`src/rtl/stream_demux.sv`:
```
// stream_demux: one-to-N valid/ready stream distributor.
// Each source beat is steered by src_dst_i into a one-entry registered slot
// per destination, so a stalled destination never blocks the others.
// Optional feature macro: STREAM_DEMUX_BCAST_EN (broadcast to all slots).
module stream_demux #(
  parameter  int N_SLAVE   = 4,
  parameter  int DATA_SIZE = 32,
  localparam int ID_W      = $clog2(N_SLAVE)
) (
  input  logic                 clk,
  input  logic                 rst,
  input  logic                 src_valid_i,
  output logic                 src_ready_o,
  input  logic [DATA_SIZE-1:0] src_data_i,
  input  logic [ID_W-1:0]      src_dst_i,
  input  logic                 src_bcast_i,
  output logic                 dst_valid_o [N_SLAVE],
  input  logic                 dst_ready_i [N_SLAVE],
  output logic [DATA_SIZE-1:0] dst_data_o  [N_SLAVE],
  output logic [7:0]           drop_cnt_o
);

  logic [N_SLAVE-1:0]   valid;
  logic [DATA_SIZE-1:0] data [N_SLAVE];
  logic [N_SLAVE-1:0]   free;
  logic [N_SLAVE-1:0]   sel;
  logic [N_SLAVE-1:0]   load;
  logic                 in_range;
  logic                 unicast_ready;
  logic                 src_ready;
  logic                 fire;
  logic                 drop;
  logic [7:0]           drop_cnt;

  // An out-of-range ID can only occur when N_SLAVE is not a power of two.
  generate
    if ((1 << ID_W) == N_SLAVE) begin : g_pow2
      assign in_range = 1'b1;
    end else begin : g_npow2
      assign in_range = (src_dst_i < ID_W'(N_SLAVE));
    end
  endgenerate

  // Per-slot free flag (empty or draining now) and one-hot destination select.
  always_comb begin
    free = '0;
    sel  = '0;
    for (int i = 0; i < N_SLAVE; i++) begin
      free[i] = !valid[i] | dst_ready_i[i];
      sel[i]  = in_range && (src_dst_i == ID_W'(i));
    end
    unicast_ready = in_range ? |(sel & free) : 1'b1;
  end

`ifdef STREAM_DEMUX_BCAST_EN
  // Broadcast waits until every slot can take the beat so it is never split.
  always_comb begin
    src_ready = src_bcast_i ? &free : unicast_ready;
    fire      = src_valid_i & src_ready;
    load      = '0;
    if (fire) begin
      load = src_bcast_i ? '1 : sel;
    end
    drop      = fire & !src_bcast_i & !in_range;
  end
`else
  logic unused_bcast;
  assign unused_bcast = src_bcast_i;

  // Unicast only: ready follows the selected slot, out-of-range beats are sunk.
  always_comb begin
    src_ready = unicast_ready;
    fire      = src_valid_i & src_ready;
    load      = fire ? sel : '0;
    drop      = fire & !in_range;
  end
`endif

  // Slot registers: a fill wins over a drain, so drain+fill keeps valid high.
  always_ff @(posedge clk) begin
    if (rst) begin
      valid <= '0;
      for (int i = 0; i < N_SLAVE; i++) begin
        data[i] <= '0;
      end
    end else begin
      for (int i = 0; i < N_SLAVE; i++) begin
        if (load[i]) begin
          valid[i] <= 1'b1;
          data[i]  <= src_data_i;
        end else if (dst_ready_i[i]) begin
          valid[i] <= 1'b0;
        end
      end
    end
  end

  // Saturating count of beats discarded for an out-of-range destination.
  always_ff @(posedge clk) begin
    if (rst) begin
      drop_cnt <= '0;
    end else if (drop && (drop_cnt != 8'hFF)) begin
      drop_cnt <= drop_cnt + 8'd1;
    end
  end

  // Outputs come straight from the slot registers.
  always_comb begin
    for (int i = 0; i < N_SLAVE; i++) begin
      dst_valid_o[i] = valid[i];
      dst_data_o[i]  = data[i];
    end
  end

  assign src_ready_o = src_ready;
  assign drop_cnt_o  = drop_cnt;

endmodule
```
`config.mk`:
```
export PLATFORM = sky130hd
export DESIGN_NAME = stream_demux
export DESIGN_NICKNAME = d
export VERILOG_FILES = /design/src/rtl/stream_demux.sv
export SDC_FILE = /design/constraint.sdc
export NUM_CORES = 1
export LEC_CHECK = 0
export ABC_CLOCK_PERIOD_IN_PS = 5300
export CAP_MARGIN = 0
export CORE_ASPECT_RATIO = 0.7
export CORE_MARGIN = 5
export CORE_UTILIZATION = 41
export DETAILED_ROUTE_END_ITERATION = 16
export GPL_TIMING_DRIVEN = 0
export PLACE_DENSITY = 0.73
export SYNTH_ARGS = -nofsm -noshare
export SYNTH_HDL_FRONTEND = slang
export SYNTH_SLANG_ARGS = --single-unit
```
`constraint.sdc`:
```
create_clock -name clk -period 5.3 [get_ports clk]
set_input_delay 0.53 -clock clk [delete_from_list [all_inputs] [get_ports clk]]
set_output_delay 0.53 -clock clk [all_outputs]
set_load 0.05 [all_outputs]
```
==> impl_summary.md, run 1 <==
Min path
The min-delay analysis places its worst path in the category in2reg.

Timing
Once routing completed, OpenROAD measured the worst setup slack at 2470 ps. The worst path in the final design needs a cycle of 2830 ps, including I/O delays and setup. The max-slew violation total from the final report was 0. Setup violations remaining at the end of the flow were counted as 0. After routing, the total negative slack on setup checks comes to 0 ps. The highest clock rate is 353 MHz. At the pin with the least slew margin, the transition time is 919 ps.

Of the available clock period, the critical path in the final layout requires 0.535. Measured against its own limit, the worst slew margin works out to 0.387. Setup repair after global routing left no endpoint under its margin. The tightest hold path in the finished design has a slack of 413 ps. Across the routed clock network, the largest skew measured is 5.89 ps.

The number of hold violations in the final report came to 0.

Setup path
The data required time of the critical path is 4770 ps. The sum of buffers and inverters on the critical path is 2. Walking the worst path, the cells encountered are clkdlybuf4s50_1, nand2b_1, mux4_2, clkdlybuf4s50_1.

The cell with the biggest individual delay on the critical path is clkdlybuf4s50_1. The highest cell delay on the worst timing path is 710 ps. The critical path class is in2out. The cell family contributing the most delay on the critical path is buffers and inverters. The worst setup path is captured at a primary output. The arrival time reported for the critical path endpoint is 2300 ps. In this run the worst path has a maximum fanout of 2. Among the stages of the critical path, the cell type that occurs most often is clkdlybuf4s50_1.

STA classifies the critical path startpoint as a primary input.

Synthesis
The compound-gate portion of the synthesized area is 0.00917. Synthesis inferred 132 register bits. After synthesis, the cell types taking the most area are edfxtp_1 70%, nor3_1 8.5%, nor3_2 6.4%.

The mean instance size in the synthesized netlist is 14.9 µm². The share of the Yosys chip area taken by registers is 0.719. Of the total synthesized cell area, the portion taken by AND, OR, NAND and NOR gates is 0.212.

The share of synthesized area in the top cell type comes to 0.704. Yosys mapped the design onto 20 distinct sky130hd cell types. The area share of xor/xnor cells in the synthesized design is 0.

The gate count of the mapped netlist is 367. The largest area contributor in the synthesized netlist is edfxtp_1. The proportion of synthesized area in mux cells is 0.00413. During synthesis, Yosys emitted a total of 0 warnings. The post-synthesis cell area is 5460 µm². Of the total synthesized cell area, the portion taken by full adders, half adders and majority gates is 0. The dominant combinational cell family by area after synthesis is simple AND/OR/NAND/NOR gates.

Routing
The first detailed-routing pass took 5 iterations. The wire length after detailed routing is 15400 µm. The count of unresolved DRC violations after routing is 0. The vias after detailed routing is 3896. In the routed layout, each cell is associated on average with a via count of 5.20. In the final routed layout, each cell accounts on average for 20.6 µm. The remaining antenna violation count is 0. The DRC marker count from the first detailed-route iteration is 294.

Clocking
The hold buffer count at cts is 0. For the worst-skew pair, the clock arrives at the later sink with an insertion delay of 420 ps. The total of cells resized after clock tree synthesis is 0. The number of setup buffers added after CTS is 0.

The clock tree from TritonCTS is built. Clock tree synthesis selected as its root buffer the cell clkbuf_16. The count of clock tree sinks is 132. After clock tree synthesis, the clock-pin slew on the worst setup and hold paths is 60 ps. The number of buffers created by CTS is 17. The number of H-tree branching levels is 4. The number of buffers on the longest clock path is 2.

Die
For this configuration, the core starts out at a cell density of 0.417. The die height is 107 µm. The die covers 15800 µm².

The number of placement rows is 35. The number of placed I/O pins is 183. The floorplan step set the die width to 148 µm. The core region area is 13100 µm².

Layout
The share of layout cells above drive strength 1 is 0.192. 0 antenna diodes ended up in the layout. In the final design database the tool counted 613 nets.

The core utilization of the finished layout is 0.624. Once layout is complete, the cells apart from fillers number 749. The signed area change from the synthesized netlist to the final layout is 49.9%.

Place
The port buffer count is 171. After legalization and detailed placement, the total HPWL measured 11200 µm. The congestion estimate from routability-driven global placement came to 0.853. The number of placed instances, taps included, is 718. The placement-stage worst setup slack is 2420 ps.

Pwr
The part of the power in registers is 0.420. The fraction of power spent switching nets is 0.265. Summed over all cells, the static leakage comes to 0.00286 µW. The clock network fraction of design power is 0.429. Cell internal power was estimated by the tool at 2120 µW.

For this design the total switching power over the nets is 764 µW. The power per cell area is 353 nW/µm². Of the total power, combinational logic draws 0.152. The worst-case IR drop observed on VDD is 0.000229 V.

Global route
Across every metal layer, demand over resource in global routing totals 0.197. The first-pass GRT wire length is 23300 µm. The initial antenna violation count came to 0. The residual overflow from global routing is 0. The maximum number of pins on one net before global-route repair is 19. The number of global-route vias before repair is 3982.

Run status
The flow ran to the end, and the final reports show no timing, DRC or antenna violations.

Flow run
The max-cap violation count is 0.
==> area by class of cell <==
class                           count  area, µm²
Fill cell                         984       4920
Timing Repair Buffer              178       1820
Sequential cell                   132       3920
Multi-Input combinational cell    193       1320
Tap cell                          166        208
Clock buffer                       19        433
Clock inverter                     12        181
Inverter                            2       7.51
Buffer                             47        292
==> through the flow <==
step,total power [µW],cell area [µm²]
after floorplan,1500,5480
after global placement,1660,7400
after detailed placement,1670,7560
after CTS,2890,8180
after global routing,2970,8180
final,2880,8180
==> registers in the layout (all words and copies together), names as in the netlist <==
register  flops
data        128
valid         4
==> cells by family (layout without fill, tap and decap cells) <==
group                  after synthesis  in the layout
AOI/OAI and AO/OA                    8              8
and+or+nand+nor                    176            176
buffers and inverters               49            258
DFF                                132            132
other                                1              8
muxes                                1              1
==> worst min-delay path, stage by stage <==
cell and delay [ps]:
buf_6 110, nand3b_1 70, a21oi_1 60
==> layout by cell type (no fill, tap or decap), drive strengths merged, types with 6 or more instances in the layout <==
cell type,instances
buf,43
clkbuf,30
clkdlybuf4s50,171
conb,8
edfxtp,128
nand2b,6
nand3b,34
nor3,128
==> routing by layer <==
metal,track usage,vias up,wire length (µm)
met3,0.0967,3,1860
met5,0,-,0
met1,0.256,1902,6350
met2,0.304,192,7210
li1,-,1799,-
met4,0.0382,0,31
==> cells in the mapped netlist <==
master,number
conb_1,1
dfxtp_1,4
edfxtp_1,128
nor3_1,93
inv_1,2
nor3_2,35
nand3b_1,34
buf_2,20
or3b_1,1
buf_4,8
nand3_1,1
nor2b_1,4
clkbuf_1,11
mux4_2,1
o31ai_1,4
nand2b_1,6
or2_1,1
buf_6,8
a21oi_1,4
nand2_1,1
==> power groups by stage <==
stage	combinational (µW)	clock [µW]	sequential (µW)
finish	438	1240	1210
floorplan	99.5	0	1400
CTS	440	1240	1210
global placement	419	0	1240
detailed placement	438	0	1230
global route	455	1300	1210
==> path summary, 6_finish.rpt <==
path                                     start  slack, ps  cells after the start     endpoint
worst max-delay path            dst_ready_i[2]       2470                      4  src_ready_o
worst min-delay path              src_dst_i[0]        410                      3     valid[1]
worst max register to register        valid[3]       3190                      4  data[3][20]
worst min register to register        valid[2]        510                      2     valid[2]
Power figures use the tool's default switching activity.
==> inputs of run 2 (changes only) <==
Settings changed: ABC_CLOCK_PERIOD_IN_PS 5300 to 2650.
Clock period 5.3 ns to 2.65 ns, I/O delays scaled along.
==> impl_summary.md, run 2 (same netlist as run 1, synthesis figures left out) <==
Run status
The flow ran to the end, and the final reports show no timing, DRC or antenna violations.

Pwr
Across the VDD grid, the largest voltage drop is 0.000411 V. Dividing total power by cell area gives a power density of 704 nW/µm². Of the total power, registers draw 0.419. The leakage dissipation is 0.00288 µW. The total power consumption of the routed design is 5770 µW.

Of the total power, combinational logic draws 0.152. The internal portion of the total power is 4250 µW. The fraction of power spent switching nets is 0.264. Summed over all nets, the switching power comes to 1520 µW. The clock network fraction of design power is 0.429.

Setup path
The element type at the critical path start is a primary input. The arrival time reported for the critical path endpoint is 2070 ps. The largest fanout on the critical path is 2. Setup slack on the worst reg-to-reg path comes out at 550 ps. The kind of cell adding the most delay to the critical path is buffers and inverters.

For this run, the slowest stage of the critical path takes 720 ps. Together, buffers and inverters on the worst path number 2. The critical path goes through clkdlybuf4s50_1, nand2b_1, mux4_2, clkdlybuf4s50_1. The capturing element type of the critical path is a primary output.

The critical path crosses 4 cells after its start point. Among all stages on the critical path, the largest delay is contributed by clkdlybuf4s50_1. The depth of the most critical reg-to-reg path is 5.

The critical path class is in2out. Among the stages of the critical path, the cell type that occurs most often is clkdlybuf4s50_1. The end of the worst register-to-register path is data[3][14]. The startpoint identified for the worst register-to-register timing path is valid[3]. The data required time of the critical path is 2380 ps.

Global route
The first-pass GRT wire length is 22900 µm. In the global route stage, overall resource usage came out at 0.195. The initial antenna violation count was 0. The residual overflow from global routing is 0. The number of global-route vias before repair is 3996. The maximum number of pins on one net before global-route repair is 17.

Die
From left edge to right edge, the die measures 148 µm. The core region is 13100 µm². The initialized floorplan defines 35 standard-cell rows. The floorplan step defined a die boundary enclosing 15800 µm².

The die height is 107 µm. The initial core utilization is 0.417. During I/O placement, the number of pins put on the boundary was 183.

Clocking
The total of cells resized after clock tree synthesis is 0. The number of H-tree branching levels is 4. The hold buffer count at cts is 0. For the worst-skew pair, the clock arrives at the later sink with an insertion delay of 410 ps. The count of clock tree sinks is 132.

Once the clock tree was built, the setup fixing pass inserted 0 buffers. After clock tree synthesis, the clock-pin slew on the worst setup and hold paths is 60 ps. The root buffer selected by CTS is clkbuf_16. Counting the buffers created by CTS gives 17. No sink is reached through more buffers than the 2 on the longest clock path. The clock tree from TritonCTS is built.

Routing
The wire length after detailed routing is 15100 µm. The DRC marker count from the first detailed-route iteration is 230. In this run the remaining antenna-violating nets after routing total 0.

In the routed layout, each cell is associated on average with a via count of 5.09. The vias after detailed routing is 3819. The final routed wire length divided by cell count is 20.2 µm. For this run, design rule violations remaining after detail routing come to 0.

Before antenna repair, the detailed router went through 4 iterations.

Timing
The number of setup violations in the final report is 0. The number of hold violations in the final report is 0. At the pin with the least slew margin, the transition time is 779 ps. The worst path in the final design needs a cycle of 2330 ps, including I/O delays and setup.

Derived from the worst setup path, the maximum achievable clock frequency is 429 MHz. The total negative setup slack is 0 ps. The max-slew violation total from the final report is 0.

The worst-case headroom to the max-slew limit is 0.481. Setup repair after global routing left no endpoint under its margin. Between clock sinks in the finished design, the worst skew comes to 5.92 ps.

Of the available clock period, the critical path in the final layout requires 0.880. The worst hold-check slack is 147 ps.

Flow run
The max-cap violation count is 0.

Min path
The origin of the worst min-delay path is src_dst_i[0]. The path class of the tightest hold or removal check is in2reg. Along the worst hold path, the cell count comes to 3.

The worst hold path terminates at valid[1].

Layout
The core utilization of the finished layout is 0.627. The largest registers in the layout are data x128, valid x4. The signed area change from the synthesized netlist to the final layout is 50.4%.

The multi-input combinational cells in the finished layout cover a total of 1320 µm². The finished cells cover 8210 µm². Counting flops per register, the top entry is data.

Leaving out fill and tap cells, the most frequent cells in the layout are 171 x clkdlybuf4s50_1, 128 x edfxtp_1, 93 x nor3_1. The number of nets in the layout is 614. The sequential cell area is 3920 µm². The register with the most flip-flops in the layout has 128 of them. In the final layout, the share of cells above drive strength 1 is 0.195.

Leaving out fill and tap cells, the most frequent cell in the layout is clkdlybuf4s50_1. 0 antenna diodes ended up in the layout. The number of fill cells in the layout is 980.

Place
The final RePlAce weighted congestion is 0.861. The standard cell area after detailed placement is 7580 µm². Input and output buffers added on the ports amount to 171. Detailed placement ended at an HPWL of 11100 µm.
## run 2: cell types whose count changed in the layout (fill, tap and decap cells not counted), sizes merged
cell	change
inv	+3
clkbuf	-2
buf	+1
clkinv	+1
clkinvlp	-1
## run 2: worst max-delay path by stage
stage                              start           to  slack [ps]
final                     dst_ready_i[0]  src_ready_o         320
after global routing      dst_ready_i[1]  src_ready_o         270
after CTS                 dst_ready_i[0]  src_ready_o         310
after detailed placement    src_dst_i[1]  data[3][13]          50
after global placement      src_dst_i[1]  data[3][13]        -380
after floorplan                 valid[1]   data[1][0]         480
## run 2: worst min-delay path, cell delays in order
cell      delay (ps)
buf_6            110
nand3b_1          70
a21oi_1           60
## run 2: metrics by stage
step	cells	worst slack, ps
finish	751	318
detailed placement	719	46.4
global placement	711	-384
CTS	751	309
floorplan	374	480
global route	751	267
## run 2: layout make-up
cell class                      count  share of cell area
Timing Repair Buffer              179               0.223
Multi-Input combinational cell    193               0.160
Tap cell                          166              0.0253
Sequential cell                   132               0.478
Inverter                            2            0.000915
Clock inverter                     15              0.0247
Clock buffer                       17              0.0518
Buffer                             47              0.0355
## run 2: per-layer routing
layer,global-route usage,up-vias,share of wire,routed length (µm)
li1,-,1794,-,-
met1,0.248,1830,0.41,6190
met2,0.302,186,0.46,6930
met3,0.0946,9,0.13,1940
met4,0.0475,0,0.0059,89
met5,0,-,0,0
## run 2: power by group through the flow
stage	registers, µW	clock network (µW)	logic [µW]
global route	2430	2600	913
CTS	2420	2500	882
floorplan	2800	0	208
global placement	2470	0	844
finish	2420	2480	877
detailed placement	2460	0	878
